[src/rtl/dual_req_bram_arbiter_if.sv]
// Requester and BRAM-side signal bundle for dual_req_bram_arbiter.
// slave  : the arbiter's view (requester inputs in, BRAM read data in).
// master : the surrounding datapath's view (requesters plus BRAM instance).
interface dual_req_bram_arbiter_if #(
  parameter int ADDR_WIDTH = 10,
  parameter int DATA_WIDTH = 32
);
  // Requester 0
  logic                  i_run_0;
  logic                  i_mode_0;
  logic [ADDR_WIDTH-1:0] i_bramAddr_0;
  logic [DATA_WIDTH-1:0] i_write_data_0;
  logic                  o_idle_0;
  logic                  o_done_0;
  logic                  o_read_0;
  logic                  o_write_0;
  logic                  o_read_valid_0;
  logic [DATA_WIDTH-1:0] o_read_data_0;

  // Requester 1
  logic                  i_run_1;
  logic                  i_mode_1;
  logic [ADDR_WIDTH-1:0] i_bramAddr_1;
  logic [DATA_WIDTH-1:0] i_write_data_1;
  logic                  o_idle_1;
  logic                  o_done_1;
  logic                  o_read_1;
  logic                  o_write_1;
  logic                  o_read_valid_1;
  logic [DATA_WIDTH-1:0] o_read_data_1;

  // Shared single-port BRAM
  logic                  o_bram_en;
  logic                  o_bram_we;
  logic [ADDR_WIDTH-1:0] o_bram_addr;
  logic [DATA_WIDTH-1:0] o_bram_wdata;
  logic [DATA_WIDTH-1:0] i_bram_rdata;

  modport slave (
    input  i_run_0, i_mode_0, i_bramAddr_0, i_write_data_0,
    input  i_run_1, i_mode_1, i_bramAddr_1, i_write_data_1,
    input  i_bram_rdata,
    output o_idle_0, o_done_0, o_read_0, o_write_0, o_read_valid_0, o_read_data_0,
    output o_idle_1, o_done_1, o_read_1, o_write_1, o_read_valid_1, o_read_data_1,
    output o_bram_en, o_bram_we, o_bram_addr, o_bram_wdata
  );

  modport master (
    output i_run_0, i_mode_0, i_bramAddr_0, i_write_data_0,
    output i_run_1, i_mode_1, i_bramAddr_1, i_write_data_1,
    output i_bram_rdata,
    input  o_idle_0, o_done_0, o_read_0, o_write_0, o_read_valid_0, o_read_data_0,
    input  o_idle_1, o_done_1, o_read_1, o_write_1, o_read_valid_1, o_read_data_1,
    input  o_bram_en, o_bram_we, o_bram_addr, o_bram_wdata
  );
endinterface

[src/rtl/dual_req_bram_arbiter.sv]
// Two-requester arbiter in front of one single-port BRAM (1-cycle read latency).
// Each requester owns a one-deep request slot; the FSM serves one slot at a
// time (IDLE -> ACCESS -> [WAIT] -> DONE) and breaks ties round-robin.
// Build option: define ARB_FIXED_PRIO_EN to make requester 0 win every tie
// (the round-robin pointer is then held at 0).
module dual_req_bram_arbiter #(
  parameter int ADDR_WIDTH = 10,
  parameter int DATA_WIDTH = 32
) (
  input  logic                    clk,
  input  logic                    reset,
  dual_req_bram_arbiter_if.slave  bus
);

  typedef enum logic [1:0] {
    S_IDLE   = 2'd0,
    S_ACCESS = 2'd1,
    S_WAIT   = 2'd2,
    S_DONE   = 2'd3
  } state_t;

  state_t                r_state;
  logic                  r_g;       // slot currently granted
  logic                  r_rr;      // tie-break winner for the next arbitration
  logic [1:0]            r_pend;
  logic [1:0]            r_mode;
  logic [ADDR_WIDTH-1:0] r_addr  [2];
  logic [DATA_WIDTH-1:0] r_wdata [2];
  logic [DATA_WIDTH-1:0] r_rdata [2];
  logic [1:0]            r_done;
  logic [1:0]            r_rvalid;

  logic [1:0]            w_run;
  logic [1:0]            w_mode;
  logic [ADDR_WIDTH-1:0] w_addr  [2];
  logic [DATA_WIDTH-1:0] w_wdata [2];
  logic                  w_retire;
  logic [1:0]            w_clear;
  logic [1:0]            w_read;
  logic [1:0]            w_write;
  logic                  w_bram_en;
  logic                  w_bram_we;
  logic [ADDR_WIDTH-1:0] w_bram_addr;
  logic [DATA_WIDTH-1:0] w_bram_wdata;

  assign w_run      = {bus.i_run_1,  bus.i_run_0};
  assign w_mode     = {bus.i_mode_1, bus.i_mode_0};
  assign w_addr[0]  = bus.i_bramAddr_0;
  assign w_addr[1]  = bus.i_bramAddr_1;
  assign w_wdata[0] = bus.i_write_data_0;
  assign w_wdata[1] = bus.i_write_data_1;

  // The granted slot empties at the edge that enters S_DONE, so its requester
  // sees o_idle during the done cycle and may re-issue immediately.
  assign w_retire   = ((r_state == S_ACCESS) && r_mode[r_g]) || (r_state == S_WAIT);
  assign w_clear[0] = w_retire && (r_g == 1'b0);
  assign w_clear[1] = w_retire && (r_g == 1'b1);

  // Request slots: capture a new request only when the slot is empty.
  always_ff @(posedge clk or posedge reset) begin
    // NOTE: non-blocking (<=) throughout so every flop samples pre-edge values.
    if (reset) begin
      r_pend <= '0;
      r_mode <= '0;
      // NOTE: these capture arrays are a handful of flops, not a RAM, so they
      // are cleared with the rest of the state.
      for (int k = 0; k < 2; k++) begin
        r_addr[k]  <= '0;
        r_wdata[k] <= '0;
      end
    end else begin
      for (int k = 0; k < 2; k++) begin
        if (w_run[k] && !r_pend[k]) begin
          r_pend[k]  <= 1'b1;
          r_mode[k]  <= w_mode[k];
          r_addr[k]  <= w_addr[k];
          r_wdata[k] <= w_wdata[k];
        end else if (w_clear[k]) begin
          r_pend[k] <= 1'b0;
        end
      end
    end
  end

  // Arbitration FSM with registered done / read-valid / read-data outputs.
  always_ff @(posedge clk or posedge reset) begin
    if (reset) begin
      r_state  <= S_IDLE;
      r_g      <= 1'b0;
      r_rr     <= 1'b0;
      r_done   <= '0;
      r_rvalid <= '0;
      r_rdata[0] <= '0;
      r_rdata[1] <= '0;
    end else begin
      r_done   <= '0;
      r_rvalid <= '0;
      case (r_state)
        S_IDLE: begin
          if (r_pend != 2'b00) begin
            r_state <= S_ACCESS;
            // With both pending the pointer decides; otherwise the lone one.
            r_g     <= (r_pend == 2'b11) ? r_rr : r_pend[1];
          end
        end
        S_ACCESS: begin
          if (r_mode[r_g]) begin
            r_state     <= S_DONE;
            r_done[r_g] <= 1'b1;
          end else begin
            r_state <= S_WAIT;
          end
        end
        S_WAIT: begin
          r_state       <= S_DONE;
          r_rdata[r_g]  <= bus.i_bram_rdata;
          r_done[r_g]   <= 1'b1;
          r_rvalid[r_g] <= 1'b1;
        end
        S_DONE: begin
          r_state <= S_IDLE;
`ifdef ARB_FIXED_PRIO_EN
          r_rr    <= 1'b0;
`else
          r_rr    <= ~r_g;
`endif
        end
        default: r_state <= S_IDLE;
      endcase
    end
  end

  // BRAM bus and per-requester activity flags, decoded from state and grant.
  always_comb begin
    // NOTE: every output gets a default first so no path can infer a latch.
    w_bram_en    = 1'b0;
    w_bram_we    = 1'b0;
    w_bram_addr  = '0;
    w_bram_wdata = '0;
    w_read       = '0;
    w_write      = '0;
    if (r_state == S_ACCESS) begin
      w_bram_en    = 1'b1;
      w_bram_we    = r_mode[r_g];
      w_bram_addr  = r_addr[r_g];
      w_bram_wdata = r_wdata[r_g];
      w_read[r_g]  = ~r_mode[r_g];
      w_write[r_g] = r_mode[r_g];
    end else if (r_state == S_WAIT) begin
      w_read[r_g]  = 1'b1;
    end
  end

  assign bus.o_bram_en      = w_bram_en;
  assign bus.o_bram_we      = w_bram_we;
  assign bus.o_bram_addr    = w_bram_addr;
  assign bus.o_bram_wdata   = w_bram_wdata;

  assign bus.o_idle_0       = ~r_pend[0];
  assign bus.o_done_0       = r_done[0];
  assign bus.o_read_0       = w_read[0];
  assign bus.o_write_0      = w_write[0];
  assign bus.o_read_valid_0 = r_rvalid[0];
  assign bus.o_read_data_0  = r_rdata[0];

  assign bus.o_idle_1       = ~r_pend[1];
  assign bus.o_done_1       = r_done[1];
  assign bus.o_read_1       = w_read[1];
  assign bus.o_write_1      = w_write[1];
  assign bus.o_read_valid_1 = r_rvalid[1];
  assign bus.o_read_data_1  = r_rdata[1];

endmodule

[src/flat_wrapper.sv]
// flat-port wrapper written by rule: the top's interface ports become plain ports
module dual_req_bram_arbiter_flat 
#(
  parameter int ADDR_WIDTH = 10,
  parameter int DATA_WIDTH = 32
)
  (clk, reset, bus_i_run_0, bus_i_mode_0, bus_i_bramAddr_0, bus_i_write_data_0, bus_i_run_1, bus_i_mode_1, bus_i_bramAddr_1, bus_i_write_data_1, bus_i_bram_rdata, bus_o_idle_0, bus_o_done_0, bus_o_read_0, bus_o_write_0, bus_o_read_valid_0, bus_o_read_data_0, bus_o_idle_1, bus_o_done_1, bus_o_read_1, bus_o_write_1, bus_o_read_valid_1, bus_o_read_data_1, bus_o_bram_en, bus_o_bram_we, bus_o_bram_addr, bus_o_bram_wdata);
  dual_req_bram_arbiter_if #(.ADDR_WIDTH(ADDR_WIDTH), .DATA_WIDTH(DATA_WIDTH)) bus_i ();
  input  logic clk;
  input  logic reset;
  input wire logic [$bits(bus_i.i_run_0)-1:0] bus_i_run_0;
  input wire logic [$bits(bus_i.i_mode_0)-1:0] bus_i_mode_0;
  input wire logic [$bits(bus_i.i_bramAddr_0)-1:0] bus_i_bramAddr_0;
  input wire logic [$bits(bus_i.i_write_data_0)-1:0] bus_i_write_data_0;
  input wire logic [$bits(bus_i.i_run_1)-1:0] bus_i_run_1;
  input wire logic [$bits(bus_i.i_mode_1)-1:0] bus_i_mode_1;
  input wire logic [$bits(bus_i.i_bramAddr_1)-1:0] bus_i_bramAddr_1;
  input wire logic [$bits(bus_i.i_write_data_1)-1:0] bus_i_write_data_1;
  input wire logic [$bits(bus_i.i_bram_rdata)-1:0] bus_i_bram_rdata;
  output wire logic [$bits(bus_i.o_idle_0)-1:0] bus_o_idle_0;
  output wire logic [$bits(bus_i.o_done_0)-1:0] bus_o_done_0;
  output wire logic [$bits(bus_i.o_read_0)-1:0] bus_o_read_0;
  output wire logic [$bits(bus_i.o_write_0)-1:0] bus_o_write_0;
  output wire logic [$bits(bus_i.o_read_valid_0)-1:0] bus_o_read_valid_0;
  output wire logic [$bits(bus_i.o_read_data_0)-1:0] bus_o_read_data_0;
  output wire logic [$bits(bus_i.o_idle_1)-1:0] bus_o_idle_1;
  output wire logic [$bits(bus_i.o_done_1)-1:0] bus_o_done_1;
  output wire logic [$bits(bus_i.o_read_1)-1:0] bus_o_read_1;
  output wire logic [$bits(bus_i.o_write_1)-1:0] bus_o_write_1;
  output wire logic [$bits(bus_i.o_read_valid_1)-1:0] bus_o_read_valid_1;
  output wire logic [$bits(bus_i.o_read_data_1)-1:0] bus_o_read_data_1;
  output wire logic [$bits(bus_i.o_bram_en)-1:0] bus_o_bram_en;
  output wire logic [$bits(bus_i.o_bram_we)-1:0] bus_o_bram_we;
  output wire logic [$bits(bus_i.o_bram_addr)-1:0] bus_o_bram_addr;
  output wire logic [$bits(bus_i.o_bram_wdata)-1:0] bus_o_bram_wdata;
  assign bus_i.i_run_0 = bus_i_run_0;
  assign bus_i.i_mode_0 = bus_i_mode_0;
  assign bus_i.i_bramAddr_0 = bus_i_bramAddr_0;
  assign bus_i.i_write_data_0 = bus_i_write_data_0;
  assign bus_i.i_run_1 = bus_i_run_1;
  assign bus_i.i_mode_1 = bus_i_mode_1;
  assign bus_i.i_bramAddr_1 = bus_i_bramAddr_1;
  assign bus_i.i_write_data_1 = bus_i_write_data_1;
  assign bus_i.i_bram_rdata = bus_i_bram_rdata;
  assign bus_o_idle_0 = bus_i.o_idle_0;
  assign bus_o_done_0 = bus_i.o_done_0;
  assign bus_o_read_0 = bus_i.o_read_0;
  assign bus_o_write_0 = bus_i.o_write_0;
  assign bus_o_read_valid_0 = bus_i.o_read_valid_0;
  assign bus_o_read_data_0 = bus_i.o_read_data_0;
  assign bus_o_idle_1 = bus_i.o_idle_1;
  assign bus_o_done_1 = bus_i.o_done_1;
  assign bus_o_read_1 = bus_i.o_read_1;
  assign bus_o_write_1 = bus_i.o_write_1;
  assign bus_o_read_valid_1 = bus_i.o_read_valid_1;
  assign bus_o_read_data_1 = bus_i.o_read_data_1;
  assign bus_o_bram_en = bus_i.o_bram_en;
  assign bus_o_bram_we = bus_i.o_bram_we;
  assign bus_o_bram_addr = bus_i.o_bram_addr;
  assign bus_o_bram_wdata = bus_i.o_bram_wdata;
  dual_req_bram_arbiter #(.ADDR_WIDTH(ADDR_WIDTH), .DATA_WIDTH(DATA_WIDTH)) u_core (.clk(clk), .reset(reset), .bus(bus_i));
endmodule
[config.mk]
export PLATFORM = sky130hd
export DESIGN_NAME = dual_req_bram_arbiter_flat
export DESIGN_NICKNAME = d
export VERILOG_FILES = /design/src/rtl/dual_req_bram_arbiter_if.sv /design/src/rtl/dual_req_bram_arbiter.sv /design/src/flat_wrapper.sv
export SDC_FILE = /design/constraint.sdc
export NUM_CORES = 1
export LEC_CHECK = 0
export ABC_AREA = 1
export BUFFER_PORTS_ARGS = -buffer_cell sky130_fd_sc_hd__buf_2
export CORE_ASPECT_RATIO = 0.75
export CORE_UTILIZATION = 50
export CTS_CLUSTER_DIAMETER = 120
export DETAILED_ROUTE_END_ITERATION = 16
export PLACE_DENSITY = 0.88
export SETUP_SLACK_MARGIN = 0.3
export SYNTH_ARGS = -nofsm -noshare
export SYNTH_HDL_FRONTEND = slang
export SYNTH_SLANG_ARGS = --single-unit
[constraint.sdc]
create_clock -name clk -period 5.5 [get_ports clk]
set_input_delay 0.275 -clock clk [delete_from_list [all_inputs] [get_ports clk]]
set_output_delay 0.275 -clock clk [all_outputs]
set_load 0.1 [all_outputs]
==> Word level (Yosys, flattened, before mapping) <==
Cells that the tools add are included.
{ "totals": {"reg_bits": 160, "inputBits": 122, "word_cells": 76} }
{ "classes": {"order_cmp": 4, "eq_ne": 5, "n_mux": 30, "n_bitwise": 7, "reduce_logical": 15} }
{ "op_table": {"columns": ["cell", "count"], "rows": [
  ["$mux 32", 5],
  ["$bwmux 64", 1],
  ["$mux 10", 4],
  ["$demux 32 s1", 1],
  ["$mux 1", 11],
  ["$mux 2", 5],
  ["$pmux 2 s4", 1],
  ["$logic_and 1x1->1", 7],
  ["$eq 2x2->1 const B", 3],
  ["$reduce_bool 2->1", 3],
  ["$and 2x2->2", 2],
  ["$not 1->1", 4],
  ["$pmux 2 s2", 1],
  ["$eq 2x1->1 const B", 1],
  ["$ge 2x2->1 const B", 1],
  ["$logic_not 1->1", 2],
  ["$logic_not 2->1", 1],
  ["$lt 1x2->1 const B", 1],
  ["$lt 2x1->1 const B", 1],
  ["$ne 2x1->1 const B", 1],
  ["$not 1->2", 1],
  ["$reduce_and 2->1", 1],
  ["$demux 1 s1", 1],
  ["$ge 1x1->1 const B", 1],
  ["$logic_or 1x1->1", 1]
]} }

==> Logic depth before layout (Yosys ltp) <==
{ "logic_depth": {"depth_word": 7, "depth_mapped": 9, "mapped_depth_nobuf": 8} }

==> Worst setup path before layout <==
Ideal clock, no wire load.
{ "synth_path": {"kind": "flip-flop to output port", "start": "register u_core.r_state[1]", "end": "output bus_o_read_1", "arrival_ns": 3.144, "required_ns": 5.225, "setup_slack_ns": 2.081, "path_stages_with_launch": 7, "path_cell_list": "dfrtp_1 -> inv_1 -> ha_1 -> buf_2 -> nand2_1 -> inv_2 -> nor3_1"} }
{ "synth_between": {"elab_chain_cells": 3, "word_cells_on_any_way": 4, "classes_between": "eq/ne: 2; mux: 2"} }
{ "synth_rtl": {"columns": ["item", "line_no", "text"], "rows": [
  ["from (decl)", "dual_req_bram_arbiter.sv:22", "state_t r_state;"],
  ["from (signal assigned)", "dual_req_bram_arbiter.sv:88", "r_state <= S_IDLE;"],
  ["from (signal assigned)", "dual_req_bram_arbiter.sv:101", "r_state <= S_ACCESS;"],
  ["from (signal assigned)", "dual_req_bram_arbiter.sv:108", "r_state <= S_DONE;"],
  ["$eq 2x2->1", "dual_req_bram_arbiter.sv:149", "end else if (r_state == S_WAIT) begin"],
  ["$mux 2", "dual_req_bram_arbiter.sv:149", null],
  ["$mux 2 (*)", "dual_req_bram_arbiter.sv:142", "if (r_state == S_ACCESS) begin"],
  ["to (decl)", "flat_wrapper.sv:28", "output wire logic [$bits(bus_i.o_read_1)-1:0] bus_o_read_1;"]
]} }
Mark *: on every way between the ends. The rest lies on a longest branch, timed or not.

==> Worst setup path after layout <==
{ "layout_path": {"start": "register u_core.r_state[1]", "end": "output bus_o_read_0"} }
{ "layout_between": {"elab_chain_cells": 3, "word_cells_on_any_way": 4, "classes_between": "eq/ne: 2; mux: 2"} }
{ "layout_rtl": {"columns": ["item", "line_no", "text"], "rows": [
  ["$eq 2x2->1", "dual_req_bram_arbiter.sv:149", null],
  ["$mux 2", "dual_req_bram_arbiter.sv:149", null],
  ["$mux 2 (*)", "dual_req_bram_arbiter.sv:142", null],
  ["to (decl)", "flat_wrapper.sv:22", "output wire logic [$bits(bus_i.o_read_0)-1:0] bus_o_read_0;"]
]} }
Marks and branches as above.

==> parameters.txt <==
Parameter                              Value

Status
  Run status    complete, no violations

Job
  Max Cap Violations    0

Timing
  Post-Route Hold Slack    0.0742 ns
  # setup viols final    0
  Number of hold violations in the final report    0
  Max_slew headroom    29.4%
  Final total negative setup slack    0 ns
  Peak clock frequency supported by timing    389 MHz
  RSZ-0062 raised after global routing    false
  Actual slew at the worst max-slew pin    1.06 ns
  Share of the cycle needed by the critical path after routing    46.8%
  Maximum clock skew at final layout    0.0101 ns
  Fin. max-slew vios    0
  Min Tclk post-route    2.57 ns

Die
  Area inside the core boundary    0.0131 sq mm
  Starting density of the core    51.9%
  Y dimension of the die    103 um
  Die Span X    137 um
  Row cnt    36
  Die Area    0.0141 sq mm
  Count of pins on the block boundary    240

Setup path
  Start-to-end type of the worst setup path    reg2out
  Critical Path Fanout Max    45
  Kind of end point of the critical path    primary output
  Top Family by Delay on Critical Path    buffers and inverters
  Required time of the worst setup path    5.22 ns
  Critical path data arrival time    2.30 ns
  Buffering stage count on the worst path with inverters included    3
  Nature of the critical path startpoint    flip-flop
  Critical path's largest stage delay    0.48 ns
  List of cells traversed by the critical path    inv_1, ha_1, buf_4, nor2_1, a211oi_1, buf_2
  Slowest CP cell    buf_2

Synth
  Syn Nets    751
  Share of Yosys cell area claimed by the top area cell type    58.9%
  Total number of yosys warnings    0
  Instance count of the mapped netlist    623
  Cell type with the largest total area after synthesis    dfrtp_1
  Flop and latch count out of synthesis    160
  Dominant cells by area after synthesis    dfrtp_1 59%, mux2_2 13%, nor2_1 4.9%, nand2_1 4.4%, o21ai_1 3.8%
  Number of distinct library cells after synthesis    22
  Avg Synthesized Cell Area    10.9 sq um
  Sequential-to-total area share from yosys stat    58.9%
  Area of the mapped netlist    0.00680 sq mm

Drt
  WL/cell    15.1 um
  Number of optimization iterations in the first detailed-route pass    4
  Aggregate routed wire length    15.6 mm
  Routed via count    5,153
  DRC violations left    0
  First-iteration detailed-routing DRC count    264
  Final ANT Viol Nets    0
  Via/cell ratio    4.99

Clock tree
  Clock Latency Late Sink    0.41 ns
  Cts repair resizes    0
  Inserted Clock Buffers    17
  Post-cts hold buffer count    0
  Post CTS Setup Buffer Count    0
  Clock sink count    160
  Max Root-Sink Buffers    2
  Number of levels in the clock H-tree    4
  Clock tree from TritonCTS    yes
  Clock transition at the register clock pins on the worst setup and hold paths after CTS    0.06 ns
  Clock tree root driver cell    clkbuf_16

Final layout
  Number of fill cells in the layout    1,061
  Post-layout instance area    0.00852 sq mm
  Post-layout util    65.0%
  Antenna diodes    0
  Synth-to-Final Area Change    25.3%
  Fraction of final layout cells sized beyond drive strength 1    43.9%
  # nets final    977

Global routing
  Overflow after GRT    0
  Antenna violations before repair    1
  Maximum number of pins on one net before global-route repair    113
  Vias in the first global route    4,853
  First-pass GRT wire length    24.0 mm
  GR Util All Layers    22.4%

Placement
  Placed Area    0.00797 sq mm
  Gp weighted congestion    0.770
  Post-detailed-placement half-perimeter wirelength    10.8 mm
  Buffers added on ports    239

Min path
  Worst min path class    in2async
## per-layer routing
metal | wire length (um) | vias up | track usage (%) | share of wire, %
met5 | 10 | - | 0 | 0.064
met4 | 258 | 2 | 8.72 | 1.7
met1 | 6870 | 2469 | 28.8 | 44
met3 | 905 | 24 | 5.56 | 5.8
li1 | - | 2483 | - | -
met2 | 7550 | 175 | 36.8 | 48
## cells in the mapped netlist
library cell  instances
buf_2                 5
o21ai_2              14
ha_1                  6
mux2_1                6
a21oi_1               3
nor2_2                1
nor3_1                1
o21ai_0              45
buf_4                 6
clkbuf_2              1
dfrtp_1             160
nand2_1              79
o21ai_1              51
inv_2                 6
inv_1                40
buf_6                15
a211oi_1              1
nand3_1               3
clkbuf_1              9
mux2_2               80
nand2_4               2
nor2_1               89
## layout by cell type (no fill, tap or decap), types with 4 or more instances in the layout
cell / n
buf_2: 239
buf_4: 4
clkbuf_16: 17
clkinv_4: 4
dfrtp_1: 160
ha_1: 6
inv_1: 39
inv_2: 6
inv_6: 5
mux2_1: 6
mux2_2: 80
nand2_1: 78
nor2_1: 89
o21ai_0: 45
o21ai_1: 51
o21ai_2: 14
## stage by stage
| stage | worst slack [ns] | instances |
|---|---|---|
| finish | 2.93 | 1033 |
| CTS | 2.95 | 1033 |
| floorplan | 0.905 | 623 |
| global placement | 3.45 | 1001 |
| global route | 2.77 | 1033 |
| detailed placement | 3.39 | 1001 |
## flip-flops by register name, indices dropped and copies added, names as in the netlist, 2 cells and up
signal / cells
u_core.r_mode: 2
u_core.r_wdata: 64
u_core.r_state: 2
u_core.r_rvalid: 2
u_core.bus.o_read_data_0: 32
u_core.r_addr: 20
u_core.bus.o_read_data_1: 32
u_core.r_pend: 2
u_core.r_done: 2
## path summary, 6_finish.rpt
check | from | endpoint | slack (ns) | cells after the start
max | u_core.r_state[1]$_DFFE_PP0P_ | bus_o_read_0 | 2.93 | 6
min | reset | u_core.r_wdata[25]$_DFFE_PP0P_ | 0.07 | 2
max reg2reg | u_core.r_state[0]$_DFFE_PP0P_ | u_core.bus.o_read_data_0[25]$_DFFE_PP0P_ | 3.41 | 7
min reg2reg | u_core.bus.o_read_data_1[9]$_DFFE_PP0P_ | u_core.bus.o_read_data_1[9]$_DFFE_PP0P_ | 0.48 | 2
max in group asynchronous | reset | u_core.bus.o_read_data_0[29]$_DFFE_PP0P_ | 4.25 | 3
min in group clk | bus_i_write_data_1[22] | u_core.r_wdata[22]$_DFFE_PP0P_ | 0.08 | 2
## area by class of cell
type,count,area (sq um),area share (%)
Inverter,46,178,2.09
Tap cell,171,214,2.51
Clock buffer,20,447,5.24
Clock inverter,12,101,1.19
Timing Repair Buffer,243,1230,14.4
Multi-Input combinational cell,381,2350,27.6
Sequential cell,160,4000,47.0
## cells by family after synthesis
family,Yosys count,synth area share [%]
multiplexers,86,14.2
buffers and inverters,82,6.62
AO/OA/AOI/OAI,114,9.20
adder cells (fa/ha/maj),6,1.10
AND/OR/NAND/NOR,175,9.99
flip-flops,160,58.9
Power is left out: the tool's default activity adds up to more than one toggle a clock period on the data nets, which glitch-free logic cannot reach.
